`src/rtl/multdiv_pkg.sv`:
```
// Shared types and helpers for the multicycle multiply/divide unit.
// Radix-4 Booth multiply is selected by defining MULTDIV_BOOTH4_EN.
package multdiv_pkg;

   typedef enum logic [1:0] {IDLE, MULT, DIV, DONE} state_t;
   typedef enum logic {OP_MUL, OP_DIV} op_t;

   function automatic int clog2(input int v);
      int r = 0;
      while ((1 << r) < v) r++;
      return r;
   endfunction

endpackage

```
`src/rtl/multdiv_booth_step.sv`:
```
// One Booth recoding step on the product register {acc, multiplier, q-1}.
// MULTDIV_BOOTH4_EN selects radix-4 (2 bits/step); default is radix-2.
import multdiv_pkg::*;

module multdiv_booth_step #(
   parameter int WIDTH = 32
) (
   input  logic [2*WIDTH+2:0] prod,
   input  logic [WIDTH-1:0]   mcand,
   output logic [2*WIDTH+2:0] prod_nxt
);

   localparam int AW = WIDTH + 2;

   // Two guard bits keep +/-2M and -MIN_INT exact in the accumulator
   logic [AW-1:0] acc, mx, sum;

   assign acc = prod[2*WIDTH+2:WIDTH+1];
   assign mx  = {{2{mcand[WIDTH-1]}}, mcand};

`ifdef MULTDIV_BOOTH4_EN
   always_comb begin
      sum = acc;
      case (prod[2:0])
         3'b001, 3'b010: sum = acc + mx;
         3'b011:         sum = acc + (mx << 1);
         3'b100:         sum = acc - (mx << 1);
         3'b101, 3'b110: sum = acc - mx;
         default:        sum = acc;
      endcase
   end

   assign prod_nxt = $signed({sum, prod[WIDTH:0]}) >>> 2;
`else
   always_comb begin
      sum = acc;
      case (prod[1:0])
         2'b01:   sum = acc + mx;
         2'b10:   sum = acc - mx;
         default: sum = acc;
      endcase
   end

   assign prod_nxt = $signed({sum, prod[WIDTH:0]}) >>> 1;
`endif

endmodule

```
`src/rtl/multdiv_seq.sv`:
```
// Multicycle signed multiply (Booth) / divide (restoring) unit.
// Define MULTDIV_BOOTH4_EN for radix-4 multiply (WIDTH/2 steps).
import multdiv_pkg::*;

module multdiv_seq #(
   parameter int WIDTH = 32
) (
   input  logic             clock,
   input  logic             reset,
   input  logic [WIDTH-1:0] data_operandA,
   input  logic [WIDTH-1:0] data_operandB,
   input  logic             ctrl_MULT,
   input  logic             ctrl_DIV,
   output logic [WIDTH-1:0] data_result,
   output logic             data_exception,
   output logic             data_resultRDY,
   output logic             busy
);

   localparam int CW = clog2(WIDTH + 1);
`ifdef MULTDIV_BOOTH4_EN
   localparam int MUL_N = WIDTH / 2;
`else
   localparam int MUL_N = WIDTH;
`endif
   localparam logic [WIDTH-1:0] MIN_INT = {1'b1, {(WIDTH-1){1'b0}}};

   state_t             state;
   op_t                op;
   logic [CW-1:0]      cnt;
   logic [2*WIDTH+2:0] prod, prod_nxt;
   logic [WIDTH-1:0]   mcand;
   logic [WIDTH-1:0]   quo, rem, dvsr;
   logic [WIDTH-1:0]   quo_nxt, rem_nxt;
   logic [WIDTH:0]     trial, hi;
   logic               neg, dz, dov;
   logic               start, ge;

   function automatic logic [WIDTH-1:0] mag(input logic [WIDTH-1:0] v);
      return v[WIDTH-1] ? -v : v;
   endfunction

   assign start = ctrl_MULT | ctrl_DIV;
   assign op    = ctrl_MULT ? OP_MUL : OP_DIV;

   // Upper WIDTH+1 bits of the 2*WIDTH product must agree to fit
   assign hi = prod[2*WIDTH:WIDTH];

   assign trial   = {rem, quo[WIDTH-1]};
   assign ge      = trial >= {1'b0, dvsr};
   assign rem_nxt = ge ? trial[WIDTH-1:0] - dvsr : trial[WIDTH-1:0];
   assign quo_nxt = {quo[WIDTH-2:0], ge};

   multdiv_booth_step #(.WIDTH(WIDTH)) u_booth (
      .prod     (prod),
      .mcand    (mcand),
      .prod_nxt (prod_nxt)
   );

   always_ff @(posedge clock or posedge reset) begin
      if (reset) begin
         state          <= IDLE;
         cnt            <= '0;
         prod           <= '0;
         mcand          <= '0;
         quo            <= '0;
         rem            <= '0;
         dvsr           <= '0;
         neg            <= 1'b0;
         dz             <= 1'b0;
         dov            <= 1'b0;
         data_result    <= '0;
         data_exception <= 1'b0;
         data_resultRDY <= 1'b0;
         busy           <= 1'b0;
      end else if (start) begin
         cnt            <= '0;
         busy           <= 1'b1;
         data_resultRDY <= 1'b0;
         if (op == OP_MUL) begin
            state <= MULT;
            prod  <= {{(WIDTH+2){1'b0}}, data_operandB, 1'b0};
            mcand <= data_operandA;
         end else begin
            state <= DIV;
            quo   <= mag(data_operandA);
            rem   <= '0;
            dvsr  <= mag(data_operandB);
            neg   <= data_operandA[WIDTH-1] ^ data_operandB[WIDTH-1];
            dz    <= data_operandB == '0;
            dov   <= (data_operandA == MIN_INT) && (&data_operandB);
         end
      end else begin
         case (state)
            MULT: begin
               if (cnt == CW'(MUL_N)) begin
                  data_result    <= prod[WIDTH:1];
                  data_exception <= ~((&hi) | ~(|hi));
                  data_resultRDY <= 1'b1;
                  busy           <= 1'b0;
                  state          <= DONE;
               end else begin
                  prod <= prod_nxt;
                  cnt  <= cnt + CW'(1);
               end
            end
            DIV: begin
               if (cnt == CW'(WIDTH)) begin
                  data_result    <= dz ? '0 : (neg ? -quo : quo);
                  data_exception <= dz | dov;
                  data_resultRDY <= 1'b1;
                  busy           <= 1'b0;
                  state          <= DONE;
               end else begin
                  quo <= quo_nxt;
                  rem <= rem_nxt;
                  cnt <= cnt + CW'(1);
               end
            end
            DONE: begin
               data_resultRDY <= 1'b0;
               state          <= IDLE;
            end
            default: ;
         endcase
      end
   end

endmodule

```
`config.mk`:
```
export PLATFORM = sky130hd
export DESIGN_NAME = multdiv_seq
export DESIGN_NICKNAME = d
export VERILOG_FILES = /design/src/rtl/multdiv_pkg.sv /design/src/rtl/multdiv_booth_step.sv /design/src/rtl/multdiv_seq.sv
export SDC_FILE = /design/constraint.sdc
export NUM_CORES = 1
export LEC_CHECK = 0
export CORE_MARGIN = 4
export CORE_UTILIZATION = 49
export CTS_BUF_LIST = sky130_fd_sc_hd__clkbuf_16
export DETAILED_ROUTE_END_ITERATION = 6
export PLACE_DENSITY_LB_ADDON = 0.3
export SLEW_MARGIN = 20
export SYNTH_ARGS = -nofsm -noshare
export SYNTH_HDL_FRONTEND = slang
export SYNTH_SLANG_ARGS = --single-unit
```
`constraint.sdc`:
```
create_clock -name clock -period 10.2 [get_ports clock]
set_input_delay 2.04 -clock clock [delete_from_list [all_inputs] [get_ports clock]]
set_output_delay 2.04 -clock clock [all_outputs]
set_load 0.005 [all_outputs]
```
After elaboration in Yosys (flattened, before gate mapping) --
Index checks and enable logic that the tools add are counted.
Word-level totals: output and inout bits 35, bits in latches 0, memories 0, bits in read-only memories 0, memory bits (writable) 0, register bits after elaboration 241, logic and storage cells 100
Operators by class: multiplexer cells 37, add/subtract/negate cells 7, bitwise gates (word level) 8, multiply operators 0, reductions and logical operators 20, divide/modulo/power cells 0, magnitude comparators 1, eq/ne operators 13, shifts and indexed selects 0
Operators by type and width (count):
- $mux W32 | 15
- $mux W67 | 4
- $neg A32 Y32 | 3
- $pmux W34 S2 | 1
- $pmux W32 S2 | 1
- $add A34 B34 Y34 | 1
- $sub A34 B34 Y34 | 1
- $ge A33 B32 Y1 | 1
- $reduce_and A33 Y1 | 1
- $reduce_or A33 Y1 | 1
- $eq A32 B32 Y1 const B | 1
- $logic_not A32 Y1 | 1
- $reduce_and A32 Y1 | 1
- $sub A32 B32 Y32 | 1
- $mux W6 | 3
- $ne A2 B2 Y1 const B | 5
- $reduce_and A2 Y1 | 5
- $reduce_bool A2 Y1 | 5
- $mux W1 | 7
- $add A6 B1 Y6 const B | 1
- $eq A2 B2 Y1 const B | 3
- $eq A6 B6 Y1 const B | 1
- $mux W2 | 3
- $reduce_and A3 Y1 | 2
- 11 further kinds | 18

Longest topological paths before layout --
depth in word-level cells 6, mapped depth 20, mapped depth without buffers 20

By module --
A second synthesis with hierarchy kept.
Unflattened totals: cells, all modules 1970, area total of the unflattened synthesis 16916.2 um^2
By module, submodules not included:
- multdiv_seq | times used 1, area an instance 13950.9 um^2, seq. area each 6030.8 um^2, cells each 1526
- multdiv_booth_step | times used 1, area an instance 2965.3 um^2, seq. area each 0.0 um^2, cells each 444

Least setup slack after synthesis --
No wires, ideal clock.
path kind input -> register, start in data_operandB[11], end reg dvsr[30], path slack 5633 ps, arrival 4439 ps, stages 9, cells stage by stage or4_4 > or4_1 > or2_4 > or4_4 > nand2b_4 > nand2b_4 > o31ai_4 > xor2_1 > o21ai_1
On the way: longest elaborated chain between the ends 2
Ends and longest elaborated chain:
- start: declaration | RTL line multdiv_seq.sv:11 | input logic [WIDTH-1:0] data_operandB,
- $neg A32 Y32 | RTL line multdiv_seq.sv:40 | return v[WIDTH-1] ? -v : v;
- $mux W32 | RTL line multdiv_seq.sv:40
- end signal: assignment | RTL line multdiv_seq.sv:88 | dvsr <= mag(data_operandB);
- end: declaration | RTL line multdiv_seq.sv:33 | logic [WIDTH-1:0] quo, rem, dvsr;
Every way passes these cells. A chain may end at the register's enable or synchronous reset.

Final worst setup path --
start reg mcand[0], end reg prod[60]
On the way: longest elaborated chain between the ends 5, elaborated cells on any way between the ends 6, classes of those cells 2 x add/sub; 4 x mux
Ends and longest elaborated chain:
- start: declaration | RTL line multdiv_seq.sv:32 | logic [WIDTH-1:0] mcand;
- start signal: assignment | RTL line multdiv_seq.sv:83 | mcand <= data_operandA;
- $sub A34 B34 Y34 / $add A34 B34 Y34 (equally long branches) | RTL line multdiv_booth_step.sv:39, multdiv_booth_step.sv:38
- $pmux W34 S2 * | RTL line multdiv_booth_step.sv:37 | case (prod[1:0])
- $mux W67 * | RTL line multdiv_seq.sv:96 | if (cnt == CW'(MUL_N)) begin
- $mux W67 * | RTL line multdiv_seq.sv:94 | case (state)
- $mux W67 * | RTL line multdiv_seq.sv:76 | end else if (start) begin
- end signal: assignment | RTL line multdiv_seq.sv:82 | prod <= {{(WIDTH+2){1'b0}}, data_operandB, 1'b0};
- end signal: assignment | RTL line multdiv_seq.sv:103 | prod <= prod_nxt;
- end: declaration | RTL line multdiv_seq.sv:31 | logic [2*WIDTH+2:0] prod, prod_nxt;
Mark *: on every way between the ends. The rest lies on a longest branch, timed or not. The select of a mux whose other input is x is not followed.

==> results.sh <==
export IMPL_hold_depth=2
export IMPL_num_antenna_cells=0
export IMPL_final_cell_area_mm2=0.0188
export IMPL_crit_family="simple AND/OR/NAND/NOR gates"
export IMPL_drv_slew=0
export IMPL_insertion_delay_ps=560
export IMPL_ys_warnings_count=0
export IMPL_cellPowerDensity_mw_per_mm2=169
export IMPL_nFillCells=3043
export IMPL_grt_ovfl_total=0
export IMPL_routed_wl_um=47100
export IMPL_yosys_area_top_type="dfrtp_1"
export IMPL_area_growth_pct=13.1
export IMPL_yosysSeqAreaShare_pct=36.1
export IMPL_r2r_cells=19
export IMPL_die_x_um=192
export IMPL_dp_cells=2414
export IMPL_synth_cells=1947
export IMPL_gp_congestion=0.940
export IMPL_drtPass1Iterations=5
export IMPL_core_area_mm2=0.0335
export IMPL_wl_per_cell_um=19.1
export IMPL_critical_path_max_fanout=8
export IMPL_grt_pass1_wl_um=75000
export IMPL_yosys_area_top_type_share_pct=36.1
export IMPL_clock_fmax_mhz=209
export IMPL_hold_viol_final=0
export IMPL_netlist_area_mm2=0.0166
export IMPL_grt_pass1_vias=14000
export IMPL_postCtsHoldBufs=0
export IMPL_min_period_over_period_pct=46.8
export IMPL_synth_most_common_cell="o21ai_0"
export IMPL_leakagePower_nw=8.13
export IMPL_grt_max_degree=123
export IMPL_combPwrFrac_pct=30.4
export IMPL_hpwl_um=34500
export IMPL_critPathCaptureType="register"
export IMPL_grt_usage_pct=25.1
export IMPL_p_seq_share_pct=39.1
export IMPL_cts_root_buf="clkbuf_16"
export IMPL_cts_resized=0
export IMPL_nets=2142
export IMPL_clockBufferDepth=3
export IMPL_worstPathRequired_ps=10640
export IMPL_postPlaceCellArea_mm2=0.0180
export IMPL_io_buffers=102
export IMPL_antenna_left=0
export IMPL_vias=14800
export IMPL_cts_tree="built"
export IMPL_die_area_mm2=0.0370
export IMPL_ys_types=76
export IMPL_die_y_um=192
export IMPL_max_slew_margin_rel_pct=34.3
export IMPL_timing_critical_path_depth=19
export IMPL_p_int_mw=2.08
export IMPL_cpPeakStageDelay_ps=590
export IMPL_path_class="reg2reg"
export IMPL_max_cap_violations=0
export IMPL_syn_nets=2093
export IMPL_p_sw_share_pct=34.6
export IMPL_final_cells=2461
export IMPL_worst_path_buf_inv=2
export IMPL_cpMaxStageDelayCell="nor4b_1"
export IMPL_setup_viol=0
export IMPL_synth_edf_count=0
export IMPL_whs_ps=478
export IMPL_rsz0062_at_grt="no"
export IMPL_ys_top_cells_by_area="dfrtp_1, o21ai_0, ha_1"
export IMPL_post_cts_buffers=0
export IMPL_tns_ps=0
export IMPL_h_tree_depth=1
export IMPL_arrival_ps=5220
export IMPL_hp_class="reg2reg"
export IMPL_drcViolationCount=0
export IMPL_ys_async_sr_fraction_pct=100
export IMPL_clockPowerShare_pct=30.4
export IMPL_rows=67
export IMPL_clk_pin_slew_ps=60
export IMPL_cts_buffers=28
export IMPL_start_util_pct=49.6
export IMPL_setup_worst_path_start_class="register"
export IMPL_via_per_inst=6.01
export IMPL_antenna_found_initial=0
export IMPL_worst_pin_slew_ps=985
export IMPL_io_pins=103
export IMPL_fin_skew_ps=8.80
export IMPL_ir_worst_vdd_mv=0.122
export IMPL_netlist_top_cells_count="o21ai_0, dfrtp_1, nand2_1"
export IMPL_avgSynthCellArea_um2=8.55
export IMPL_drive_gt1_share_pct=5.51
export IMPL_status="finished, final reports clean"
export IMPL_synth_ff_type="dfrtp_1"
export IMPL_period_needed_ps=4780
export IMPL_cts_sink_count=240
export IMPL_path_cells="inv_1, ha_1, nor3b_1, and2_1, nor4b_1, and2_1, nand2_1, nor4_1, nor2_1, xnor2_1, ha_1, inv_1, nor3_1, nand3_1, o21ai_0, a211oi_1, xor2_1, o21ai_0, a22o_1"
export IMPL_ys_seq_elements=240
export IMPL_drt_iter0_markers=959
export IMPL_switching_power_mw=1.10
==> tightest hold or removal path, cell delays in order (launching register included) <==
cell	delay [ps]
dfrtp_1	340
nand2_1	40
o21ai_0	60
==> flip-flops by register name, summed over array words and instances, names as in the netlist <==
name,count
busy,1
rem,32
neg,1
prod,66
dvsr,32
cnt,6
mcand,32
dz,1
data_result,32
data_resultRDY,1
dov,1
data_exception,1
state,2
quo,32
==> per-layer routing <==
layer,up-vias,GRT usage (%),wire (um)
met5,-,0,0
met4,0,8.20,1630
met3,95,2.80,2730
met2,447,39.9,21600
met1,7162,35.8,21200
li1,7097,-,-
==> kinds of logic (layout without fill, tap and decap cells) <==
group	Yosys count	after routing	synth area share, %
xor+xnor	177	177	9.31
buf+inv	179	245	4.36
mux	91	91	5.69
compound gates	612	612	22.2
fa+ha+maj	78	78	5.95
flops	240	240	36.1
simple gates	570	570	16.4
==> path summary, 6_finish.rpt <==
path	start	to	slack, ps
setup reg to reg	mcand[0]	prod[60]	5420
max in group asynchronous	reset	quo[21]	5940
hold / removal	data_result[31]	data_result[31]	480
hold reg to reg	data_result[31]	data_result[31]	480
min in group asynchronous	reset	rem[19]	2000
setup / recovery	mcand[0]	prod[60]	5420
==> cells in the final DEF (no fill, tap or decap), types with 5 or more instances in the layout <==
| cell | n |
|---|---|
| a211oi_1 | 8 |
| a21boi_0 | 6 |
| a21o_1 | 30 |
| a21oi_1 | 131 |
| a22o_1 | 8 |
| a22oi_1 | 36 |
| a31oi_1 | 10 |
| a32oi_1 | 7 |
| and2_1 | 9 |
| and3_1 | 14 |
| buf_4 | 19 |
| clkbuf_16 | 29 |
| clkdlybuf4s50_1 | 101 |
| clkinv_2 | 6 |
| dfrtp_1 | 240 |
| ha_1 | 76 |
| inv_1 | 82 |
| mux2_2 | 29 |
| mux2i_1 | 62 |
| nand2_1 | 225 |
| nand2b_1 | 22 |
| nand3_1 | 35 |
| nand4_1 | 27 |
| nor2_1 | 111 |
| nor2b_1 | 13 |
| nor3_1 | 33 |
| nor3b_1 | 5 |
| nor4_1 | 26 |
| o211ai_1 | 8 |
| o21a_1 | 10 |
| o21ai_0 | 263 |
| o21bai_1 | 13 |
| o31ai_1 | 31 |
| o41ai_1 | 16 |
| or2_2 | 5 |
| or3_1 | 9 |
| or4_1 | 13 |
| xnor2_1 | 92 |
| xor2_1 | 85 |
==> stage by stage <==
step	total power, mW	setup slack [ps]	util (%)
finish	3.18	5420	56.2
global route	3.36	4980	56.2
CTS	3.19	5460	56.2
detailed placement	2.22	4920	53.6
global placement	2.19	4970	53.6
floorplan	1.85	1570	-
==> power by group through the flow <==
stage / clock network, mW / registers [mW] / logic (mW)
after floorplan: 0 / 1.20 / 0.644
after global placement: 0 / 1.25 / 0.938
after detailed placement: 0 / 1.26 / 0.959
after CTS: 0.982 / 1.24 / 0.965
after global routing: 1.03 / 1.26 / 1.08
final: 0.967 / 1.24 / 0.968
==> layout make-up <==
cell class	count	area [um^2]	area share (%)
Inverter	77	297	1.57
Tap cell	448	561	2.98
Timing Repair Buffer	121	1160	6.15
Clock buffer	29	726	3.85
Clock inverter	18	135	0.717
Multi-Input combinational cell	1528	9950	52.8
Sequential cell	240	6010	31.9
Power figures use the tool's default switching activity.
